--- config.mk ---
export PLATFORM = sky130hd
export DESIGN_NAME = alu_ctrl_seq
export DESIGN_NICKNAME = d
export VERILOG_FILES = /design/src/rtl/alu_ctrl_seq.sv
export SDC_FILE = /design/constraint.sdc
export NUM_CORES = 1
export LEC_CHECK = 0
export ABC_AREA = 1
export BUFFER_PORTS_ARGS = -buffer_cell sky130_fd_sc_hd__buf_4
export CAP_MARGIN = 20
export CORE_UTILIZATION = 35
export DETAILED_ROUTE_END_ITERATION = 8
export MAX_ROUTING_LAYER = met4
export PLACE_DENSITY = 0.69
export SYNTH_ARGS = -nofsm -noshare
export SYNTH_HDL_FRONTEND = slang
export SYNTH_SLANG_ARGS = --single-unit
--- constraint.sdc ---
create_clock -name clk -period 1.6 [get_ports clk]
set_input_delay 0.32 -clock clk [delete_from_list [all_inputs] [get_ports clk]]
set_output_delay 0.32 -clock clk [all_outputs]
set_load 0.05 [all_outputs]
--- src/rtl/alu_ctrl_seq.sv ---
// alu_ctrl_seq: registered ALU control decode with multi-cycle mult/div sequencing.
// Build option: define MULDIV_EN to enable the BUSY/DONE mult/div sequencer and md_* outputs.
// Without MULDIV_EN, functs 0x18-0x1b decode as illegal and md_*/hilo_we are tied low.
module alu_ctrl_seq #(
  parameter int CTRL_W     = 4,
  parameter int FUNC_W     = 6,
  parameter int MD_LATENCY = 8
) (
  input  logic              clk,
  input  logic              rst_n,
  input  logic              valid_in,
  output logic              ready_out,
  input  logic [1:0]        alu_op,
  input  logic [FUNC_W-1:0] func_code,
  input  logic              stall_in,
  output logic              valid_out,
  output logic [CTRL_W-1:0] alu_ctrl,
  output logic              illegal,
  output logic              md_start,
  output logic [1:0]        md_op,
  output logic              md_busy,
  output logic              hilo_we
);

  localparam int CNT_W = 8;

  logic              valid_q, valid_d;
  logic [CTRL_W-1:0] ctrl_q, ctrl_d;
  logic              ill_q, ill_d;
  logic              hold;
  logic              accept;
  logic [3:0]        dec_ctrl;
  logic              dec_ill;
`ifdef MULDIV_EN
  logic              dec_md;
`endif

  // A presented bundle that downstream refuses freezes every output register.
  assign hold   = valid_q && stall_in;
  assign accept = valid_in && ready_out;

  // Combinational decode of alu_op / funct into a 4-bit control code.
  always_comb begin
    dec_ctrl = 4'b0000;
    dec_ill  = 1'b0;
`ifdef MULDIV_EN
    dec_md   = 1'b0;
`endif
    case (alu_op)
      2'b00: dec_ctrl = 4'b0010;
      2'b01: dec_ctrl = 4'b0110;
      2'b11: dec_ctrl = 4'b0000;
      default: begin
        case (func_code[5:0])
          6'h20, 6'h21: dec_ctrl = 4'b0010;
          6'h22, 6'h23: dec_ctrl = 4'b0110;
          6'h24:        dec_ctrl = 4'b0000;
          6'h25:        dec_ctrl = 4'b0001;
          6'h26:        dec_ctrl = 4'b0011;
          6'h27:        dec_ctrl = 4'b1100;
          6'h2a:        dec_ctrl = 4'b0111;
          6'h2b:        dec_ctrl = 4'b1000;
          6'h00:        dec_ctrl = 4'b1001;
          6'h02:        dec_ctrl = 4'b1010;
          6'h03:        dec_ctrl = 4'b1011;
`ifdef MULDIV_EN
          6'h18, 6'h19, 6'h1a, 6'h1b: dec_md = 1'b1;
`endif
          default:      dec_ill  = 1'b1;
        endcase
      end
    endcase
  end

`ifdef MULDIV_EN
  typedef enum logic [1:0] {IDLE = 2'd0, BUSY = 2'd1, DONE = 2'd2} state_t;

  state_t            state_q, state_d;
  logic [CNT_W-1:0]  cnt_q, cnt_d;
  logic              md_start_q, md_start_d;
  logic              md_busy_q, md_busy_d;
  logic              hilo_q, hilo_d;
  logic [1:0]        md_op_q, md_op_d;

  assign ready_out = (state_q == IDLE) && !hold;

  // Next-state: single-cycle issue in IDLE, counted wait in BUSY, held result in DONE.
  always_comb begin
    state_d    = state_q;
    cnt_d      = cnt_q;
    valid_d    = valid_q;
    ctrl_d     = ctrl_q;
    ill_d      = ill_q;
    md_start_d = 1'b0;
    md_op_d    = md_op_q;
    md_busy_d  = md_busy_q;
    hilo_d     = hilo_q;
    case (state_q)
      IDLE: begin
        if (!hold) begin
          valid_d = 1'b0;
          ctrl_d  = '0;
          ill_d   = 1'b0;
          hilo_d  = 1'b0;
          if (accept) begin
            if (dec_md) begin
              state_d    = BUSY;
              cnt_d      = CNT_W'(MD_LATENCY - 1);
              md_start_d = 1'b1;
              md_op_d    = func_code[1:0];
              md_busy_d  = 1'b1;
            end else begin
              valid_d = 1'b1;
              ctrl_d  = CTRL_W'(dec_ctrl);
              ill_d   = dec_ill;
            end
          end
        end
      end
      BUSY: begin
        // stall_in is deliberately ignored: the datapath runs a fixed latency.
        if (cnt_q == '0) begin
          state_d   = DONE;
          valid_d   = 1'b1;
          hilo_d    = 1'b1;
          ctrl_d    = '0;
          ill_d     = 1'b0;
          md_busy_d = 1'b0;
        end else begin
          cnt_d = cnt_q - 1'b1;
        end
      end
      DONE: begin
        if (!stall_in) begin
          state_d = IDLE;
          valid_d = 1'b0;
          hilo_d  = 1'b0;
        end
      end
      default: state_d = IDLE;
    endcase
  end

  // Sequencer registers; reset aborts any op in flight without a HI/LO write.
  always_ff @(posedge clk or negedge rst_n) begin
    if (!rst_n) begin
      state_q    <= IDLE;
      cnt_q      <= '0;
      md_start_q <= 1'b0;
      md_busy_q  <= 1'b0;
      hilo_q     <= 1'b0;
      md_op_q    <= 2'b00;
    end else begin
      state_q    <= state_d;
      cnt_q      <= cnt_d;
      md_start_q <= md_start_d;
      md_busy_q  <= md_busy_d;
      hilo_q     <= hilo_d;
      md_op_q    <= md_op_d;
    end
  end

  assign md_start = md_start_q;
  assign md_busy  = md_busy_q;
  assign md_op    = md_op_q;
  assign hilo_we  = hilo_q;
`else
  assign ready_out = !hold;

  // Next-state: register the decoded bundle on accept, drop valid after consumption.
  always_comb begin
    valid_d = valid_q;
    ctrl_d  = ctrl_q;
    ill_d   = ill_q;
    if (!hold) begin
      valid_d = accept;
      ctrl_d  = accept ? CTRL_W'(dec_ctrl) : '0;
      ill_d   = accept && dec_ill;
    end
  end

  assign md_start = 1'b0;
  assign md_busy  = 1'b0;
  assign md_op    = 2'b00;
  assign hilo_we  = 1'b0;
`endif

  // Output bundle registers shared by both builds.
  always_ff @(posedge clk or negedge rst_n) begin
    if (!rst_n) begin
      valid_q <= 1'b0;
      ctrl_q  <= '0;
      ill_q   <= 1'b0;
    end else begin
      valid_q <= valid_d;
      ctrl_q  <= ctrl_d;
      ill_q   <= ill_d;
    end
  end

  assign valid_out = valid_q;
  assign alu_ctrl  = ctrl_q;
  assign illegal   = ill_q;

endmodule

==> results of run 1 <==
[per-layer routing]
layer / up-vias / share of wire / global-route usage
met5: - / 0 / -
met4: 0 / 0 / 0.0517
met3: 0 / 0.050 / 0.0852
met2: 13 / 0.51 / 0.250
met1: 236 / 0.44 / 0.173
li1: 285 / - / -
[cells by family (layout without fill, tap and decap cells)]
| group | count (synthesis) | after routing |
|---|---|---|
| buffers and inverters | 16 | 33 |
| other | 1 | 5 |
| AND/OR/NAND/NOR | 57 | 57 |
| AO/OA/AOI/OAI | 2 | 2 |
| flip-flops | 6 | 6 |
[critical path, cell delays in order, from the launching register on]
cell and delay [ps]:
dfrtp_1 380, nand2_2 100, buf_4 200
[flip-flops by register name, summed over array words and instances (netlist names)]
signal,count
valid_out,1
alu_ctrl,4
illegal,1
[how the worst min path moves through the flow]
stage,endpoint,depth (start not counted)
floorplan,alu_ctrl[0]$_DFFE_PN0N_,0
global placement,alu_ctrl[0]$_DFFE_PN0N_,1
detailed placement,alu_ctrl[0]$_DFFE_PN0N_,1
CTS,valid_out$_DFFE_PN0N_,3
global route,valid_out$_DFFE_PN0N_,3
finish,valid_out$_DFFE_PN0N_,3
[cell type report]
cell class / count / area (µm²) / area share
multi-input combinational: 64 / 278 / 0.423
timing repair buffer: 19 / 145 / 0.221
clock buffer: 3 / 22.5 / 0.0343
inverter: 11 / 42.5 / 0.0648
tap: 15 / 18.8 / 0.0286
sequential: 6 / 150 / 0.229
[metrics by stage]
| stage | setup WS (ps) | std cells |
|---|---|---|
| floorplan | 109 | 86 |
| global placement | 438 | 114 |
| detailed placement | 434 | 114 |
| CTS | 348 | 118 |
| global route | 318 | 118 |
| finish | 355 | 118 |
[Yosys cell counts]
cell,count
buf_4,5
clkinv_2,1
conb_1,1
dfrtp_1,6
inv_1,7
inv_2,3
nand2_1,31
nand3_1,9
nand3b_1,1
nand4_1,2
nor2_1,10
nor2_2,4
o211ai_1,1
o21ai_0,1
[power by group through the flow]
stage | registers (mW) | clock network, mW | logic, mW
floorplan | 0.204 | 0 | 0.0879
global placement | 0.169 | 0 | 0.170
detailed placement | 0.170 | 0 | 0.171
CTS | 0.167 | 0.146 | 0.173
global route | 0.168 | 0.162 | 0.188
finish | 0.167 | 0.139 | 0.173
==> out/qor.csv, run 1 <==
metric,value,unit
status,"complete, no violations",
synth_top_area_share,0.306,
pwr-share-comb,0.360,
avgSynthCellArea,5.98,µm²
crit_start,valid_out$_DFFE_PN0N_,
r2r_cells,6,
p_leak,0.397,nW
clock-root-buffer,clkbuf_4,
die_area,1560,µm²
tns,0,ps
grt.total_usage,0.160,
finClkSkew,3.75,ps
synth_area,490,µm²
ys_types,14,
ant_nets,0,
ys_ff_latch,6,
start_util,0.377,
coreArea,1300,µm²
numCtsBuffers,3,
power.total,0.480,mW
p_int,0.299,mW
cts_resized,0,
crit_type,flip-flop to output port,
final_cell_mix,"nand2_1 (30), buf_4 (18), nor2_1 (10)",
synth_compound_area_frac,0.0255,
rsz0062_at_grt,false,
dpl-instance-area,624,µm²
finish.utilization,0.505,
worstPathMaxFanout,4,
synth_top_family_by_area,simple AND/OR/NAND/NOR gates,
hp-start,stall_in,
r2r_setup_slack,550,ps
gp_congestion,0.884,
crit_arrival,930,ps
synth_mux_area_frac,0,
yosysTopAreaCell,dfrtp_1,
start_kind,flip-flop,
required,1280,ps
viasPerCell,4.53,
grt_pass1_vias,423,
std_cell_rows,13,
power.share.switching,0.377,
synth-xor-area-share,0,
regToRegEndpoint,illegal$_DFFE_PN0N_,
grt_pass1_wl,1.60,mm
clk_latency,250,ps
period_needed,1250,ps
initialDrtViolationCount,13,
period_share,0.778,
critical_path.endpoint,ready_out,
fin_area,657,µm²
drive_gt1_frac,0.291,
fillers,136,
p_seq_frac,0.349,
r2r-start,valid_out$_DFFE_PN0N_,
end_kind,output port,
die_w,39.4,µm
n_antenna_cell,0,
fin_hold_ws,315,ps
dp_hpwl,817,µm
setup_viol,0,
max-vdd-ir-drop,0.000337,V
clockBufferDepth,2,
drv_cap,0,
antenna_found_initial,0,
power_per_cell_area,730,nW/µm²
path_clk_slew,40,ps
drcViolationCount,0,
final_common_cell,nand2_1,
power_switching,0.181,mW
final_hold_viol_count,0,
grt_max_degree,7,
clock_power_share,0.291,
post_drt_wl_per_cell,8.65,µm
hp-class,primary input to flip-flop,
area_growth,33.9,%
fp.dieH,39.4,µm
maxSlewViolCount,0,
tritoncts,built,
postCtsHoldBufs,1,
totalWireLength,1.02,mm
port_buffers,18,
yosysWarnings,0,
dr.pass1.iters,4,
synth-simple-area-share,0.497,
synthAdderAreaFrac,0,
layout.nets,117,
syn_inst,82,
seq_area_frac_synth,0.306,
synthTopCellsByArea,"dfrtp_1 (31%), nand2_1 (24%), nand3_1 (9.2%)",
grt.overflow.total,0,
timing.fmax,0.803,GHz
ios,24,
cts_sinks,6,
h-tree-depth,1,
vias,534,
cts_setup_buffers,0,
Note: power is estimated with default switching activity, not from simulation.
==> inputs of run 2 (changes only) <==
==> constraint.sdc (replaced) <==
create_clock -name clk -period 1.2 [get_ports clk]
set_input_delay 0.24 -clock clk [delete_from_list [all_inputs] [get_ports clk]]
set_output_delay 0.24 -clock clk [all_outputs]
set_load 0.05 [all_outputs]
==> run 2 against run 1 <==
- utilization is 1.9 points higher
- sequential power up 36%
- worst hold slack worse by 70 ps
- design area up 3.8%
- largest power group unchanged
- global-route usage shrank 0.082 points
- cell count grew 0.85%
- routed wire length fell by 2.3%
- flip-flop and latch count unchanged
- combinational power is 38% higher
==> out/qor.csv, run 2 (synthesis gave the netlist of run 1 again) <==
metric,value,unit
antenna_found_initial,0,
max-vdd-ir-drop,0.000362,V
n_antenna_cell,0,
multiInputGateArea,294,µm²
end_kind,output port,
register_area,151,µm²
worstPathMaxFanout,4,
post_drt_wl_per_cell,8.39,µm
tritoncts,built,
finish.utilization,0.524,
final_hold_viol_count,0,
area_growth,39.0,%
period_share,0.954,
grt_pass1_vias,461,
grt_pass1_wl,1.64,mm
power_per_cell_area,966,nW/µm²
drv_cap,0,
port_buffers,18,
dr.pass1.iters,2,
required,960,ps
grt.overflow.total,0,
clock-root-buffer,clkbuf_4,
maxSlewViolCount,0,
ios,24,
period_needed,1140,ps
worstHoldEndpoint,valid_out$_DFFE_PN0N_,
rsz0062_at_grt,false,
gp_congestion,0.812,
layout.nets,117,
r2r_cells,6,
crit_arrival,900,ps
numCtsBuffers,3,
path_clk_slew,50,ps
final_common_cell,nand2_1,
totalWireLength,998,µm
fp.dieH,39.4,µm
viasPerCell,4.42,
fillers,145,
hp-start,valid_in,
pre_cts_slack,94.5,ps
setup_viol,0,
start_util,0.377,
drcViolationCount,0,
tns,0,ps
cts_sinks,6,
die_w,39.4,µm
final_cell_mix,"nand2_1 (29), buf_4 (17), nor2_1 (10)",
grt.total_usage,0.159,
h-tree-depth,1,
vias,526,
clockBufferDepth,2,
dp_hpwl,879,µm
crit_type,flip-flop to output port,
timing.fmax,0.874,GHz
finClkSkew,6.38,ps
r2r-start,valid_out$_DFFE_PN0N_,
initialDrtViolationCount,10,
largest_register_ffs,4,
grt_max_degree,7,
coreArea,1300,µm²
std_cell_rows,13,
die_area,1560,µm²
clk_latency,240,ps
hold_depth,3,
status,"complete, no violations",
regToRegEndpoint,illegal$_DFFE_PN0N_,
p_leak,0.401,nW
r2r_setup_slack,150,ps
ant_nets,0,
hp-class,primary input to flip-flop,
start_kind,flip-flop,
drive_gt1_frac,0.308,
fin_hold_ws,245,ps
postLayoutSetupSlackWorst,55.2,ps
## run 2: cell count changes in the layout (fill, tap and decap cells not counted)
cell and delta:
clkbuf_1 +1, buf_6 +1, dfrtp_2 +1, nand2_8 +1, nand2_1 -1, buf_4 -1, dfrtp_1 -1
## run 2: worst max path at each step
stage               cells past startpoint  slack, ps                  end                  start
finish                                  2         60            ready_out  valid_out$_DFFE_PN0N_
global route                            2          6            ready_out  valid_out$_DFFE_PN0N_
CTS                                     2          4            ready_out  valid_out$_DFFE_PN0N_
detailed placement                      7         90  illegal$_DFFE_PN0N_           func_code[2]
global placement                        7        120  illegal$_DFFE_PN0N_           func_code[2]
floorplan                               6         30  illegal$_DFFE_PN0N_  valid_out$_DFFE_PN0N_
## run 2: where the power goes
| group | internal (mW) | switching [mW] |
|---|---|---|
| clock network | 0.126 | 0.0675 |
| logic | 0.0747 | 0.164 |
| registers | 0.217 | 0.0107 |
| total | 0.417 | 0.242 |
## run 2: worst max-delay path, cell delays in order (launching register included)
cell and delay (ps):
dfrtp_2 440, nand2_8 80, buf_6 150
## run 2: area by class of cell
class                   count  area share
multi-input cells          64       0.431
flip-flops and latches      6       0.222
repair buffers             19       0.218
inverters                  11      0.0624
clock buffers               4      0.0385
well taps                  15      0.0275
## run 2: per-layer routing
| metal | share of wire | up-vias | global-route usage | routed length, µm |
|---|---|---|---|---|
| met1 | 0.42 | 219 | 0.158 | 419 |
| li1 | - | 288 | - | - |
| met5 | 0 | - | - | 0 |
| met4 | 0 | 0 | 0.0776 | 0 |
| met3 | 0.077 | 0 | 0.0341 | 77 |
| met2 | 0.50 | 19 | 0.291 | 502 |
## run 2: through the flow
step           cell area (µm²)  cells  power, mW
3_3_place_gp               642    114      0.462
4_1_cts                    678    119      0.669
6_report                   682    119      0.659
2_1_floorplan              526     86      0.397
3_5_place_dp               642    114      0.466
5_1_grt                    682    119      0.714
## run 2: what timing repair did
action,4_1_cts,5_1_grt
setup endpoints to repair,0,1
hold buffers,1,0
hold endpoints to repair,6,0
resized for setup,0,1
buffers inserted,0,0
==> inputs of run 3 (changes only) <==
--- a/config.mk
+++ b/config.mk
@@ -12,6 +12,7 @@
 export DETAILED_ROUTE_END_ITERATION = 8
 export MAX_ROUTING_LAYER = met4
 export PLACE_DENSITY = 0.69
+export RECOVER_POWER = 25
 export SYNTH_ARGS = -nofsm -noshare
 export SYNTH_HDL_FRONTEND = slang
 export SYNTH_SLANG_ARGS = --single-unit
==> run 3 against run 2 <==
- register-to-register slack about the same
- maximum frequency about the same
- sequential share of layout area grew 0.12 points
- combinational power is essentially flat
- global-route usage is the same
- non-clock buffer count did not move
- routed wire length fell by 0.40%
- design area shrank 0.55%
- largest power group unchanged
==> out/qor.csv, run 3 (synthesis gave the netlist of run 1 again) <==
metric,value,unit
status,"complete, no violations",
rsz0062_at_grt,false,
required,960,ps
layout.nets,117,
p_leak,0.397,nW
final_hold_viol_count,0,
tritoncts,built,
die_area,1560,µm²
crit_start,valid_out$_DFFE_PN0N_,
drcViolationCount,0,
tns,0,ps
crit_type,flip-flop to output port,
dp_hpwl,879,µm
worstHoldEndpoint,valid_out$_DFFE_PN0N_,
hold_depth,3,
finClkSkew,6.44,ps
grt.overflow.total,0,
port_buffers,18,
final_cell_mix,"nand2_1 (29), buf_4 (16), nor2_1 (10)",
antenna_found_initial,0,
fp.dieH,39.4,µm
end_kind,output port,
worstPathMaxFanout,4,
hp-start,valid_in,
power.total,0.657,mW
dr.pass1.iters,2,
period_share,0.954,
r2r-start,valid_out$_DFFE_PN0N_,
period_needed,1140,ps
hp-class,primary input to flip-flop,
largest_register_ffs,4,
p_int,0.415,mW
path_clk_slew,50,ps
fillers,147,
std_cell_rows,13,
final_common_cell,nand2_1,
grt_max_degree,7,
n_antenna_cell,0,
fin_hold_ws,245,ps
p_seq_frac,0.346,
regToRegEndpoint,illegal$_DFFE_PN0N_,
ant_nets,0,
totalWireLength,994,µm
r2r_setup_slack,150,ps
gp_congestion,0.812,
clock_power_share,0.294,
post_drt_wl_per_cell,8.35,µm
power_switching,0.242,mW
clk_latency,240,ps
die_w,39.4,µm
crit_chain,"nand2_8, buf_6",
grt_pass1_vias,461,
start_kind,flip-flop,
crit_arrival,900,ps
r2r_cells,6,
grt.total_usage,0.159,
clockBufferDepth,2,
cpPeakStageDelay,440,ps
drv_cap,0,
ios,24,
setup_viol,0,
start_util,0.377,
clock-root-buffer,clkbuf_4,
initialDrtViolationCount,10,
power.share.switching,0.368,
drive_gt1_frac,0.298,
coreArea,1300,µm²
max-vdd-ir-drop,0.000360,V
power_per_cell_area,969,nW/µm²
area_growth,38.3,%
grt_pass1_wl,1.64,mm
timing.fmax,0.874,GHz
cts_sinks,6,
critPathSlowestCell,dfrtp_2,
numCtsBuffers,3,
h-tree-depth,1,
vias,526,
maxSlewViolCount,0,
pwr-share-comb,0.360,
viasPerCell,4.42,
==> run 3: cell count changes in the layout (fill, tap and decap cells not counted), sizes merged <==
cell	previous run	this run
clkbuf	4	5
buf	18	17
==> run 3: per-stage QoR <==
stage	instances	area, µm²	utilization	setup WS (ps)
after floorplan	86	526	-	26.4
after global placement	114	642	0.493	124
after detailed placement	114	642	0.493	94.5
after CTS	119	678	0.521	3.59
after global routing	119	678	0.521	5.80
final	119	678	0.521	55.2
==> run 3: what timing repair did <==
item | in CTS | in global routing
buffers inserted | 0 | 0
hold buffers | 1 | 0
setup endpoints to repair | 0 | 1
gates resized for setup | 0 | 1
endpoints found under the hold margin | 6 | 0
==> run 3: final cells by class <==
cell class	instances	area, µm²	area share
well taps	15	18.8	0.0277
inverters	11	42.5	0.0627
repair buffers	19	145	0.214
clock buffers	4	26.3	0.0387
flip-flops and latches	6	151	0.223
multi-input cells	64	294	0.434
==> run 3: critical path, delay by kind of cell (launching register included) <==
kind	cells	cell delay (ps)
flops	1	440
buf+inv	1	150
simple gates	1	80
==> run 3: how the worst max path moves through the flow <==
| stage | cells past startpoint | slack (ps) | end |
|---|---|---|---|
| global route | 2 | 6 | ready_out |
| floorplan | 6 | 30 | illegal$_DFFE_PN0N_ |
| finish | 2 | 60 | ready_out |
| CTS | 2 | 4 | ready_out |
| detailed placement | 7 | 90 | illegal$_DFFE_PN0N_ |
| global placement | 7 | 120 | illegal$_DFFE_PN0N_ |
==> run 3: layer usage <==
metal,vias to the layer above,routed length [µm],GRT usage
met5,-,0,-
met4,0,0,0.0776
met3,0,77,0.0341
met2,19,501,0.291
met1,220,415,0.158
li1,287,-,-
==> run 3: power by group through the flow <==
stage / combinational [mW] / clock (mW) / sequential [mW]
after detailed placement: 0.235 / 0 / 0.231
after global placement: 0.232 / 0 / 0.230
final: 0.237 / 0.193 / 0.227
after floorplan: 0.121 / 0 / 0.276
after global routing: 0.259 / 0.226 / 0.228
after CTS: 0.238 / 0.204 / 0.228
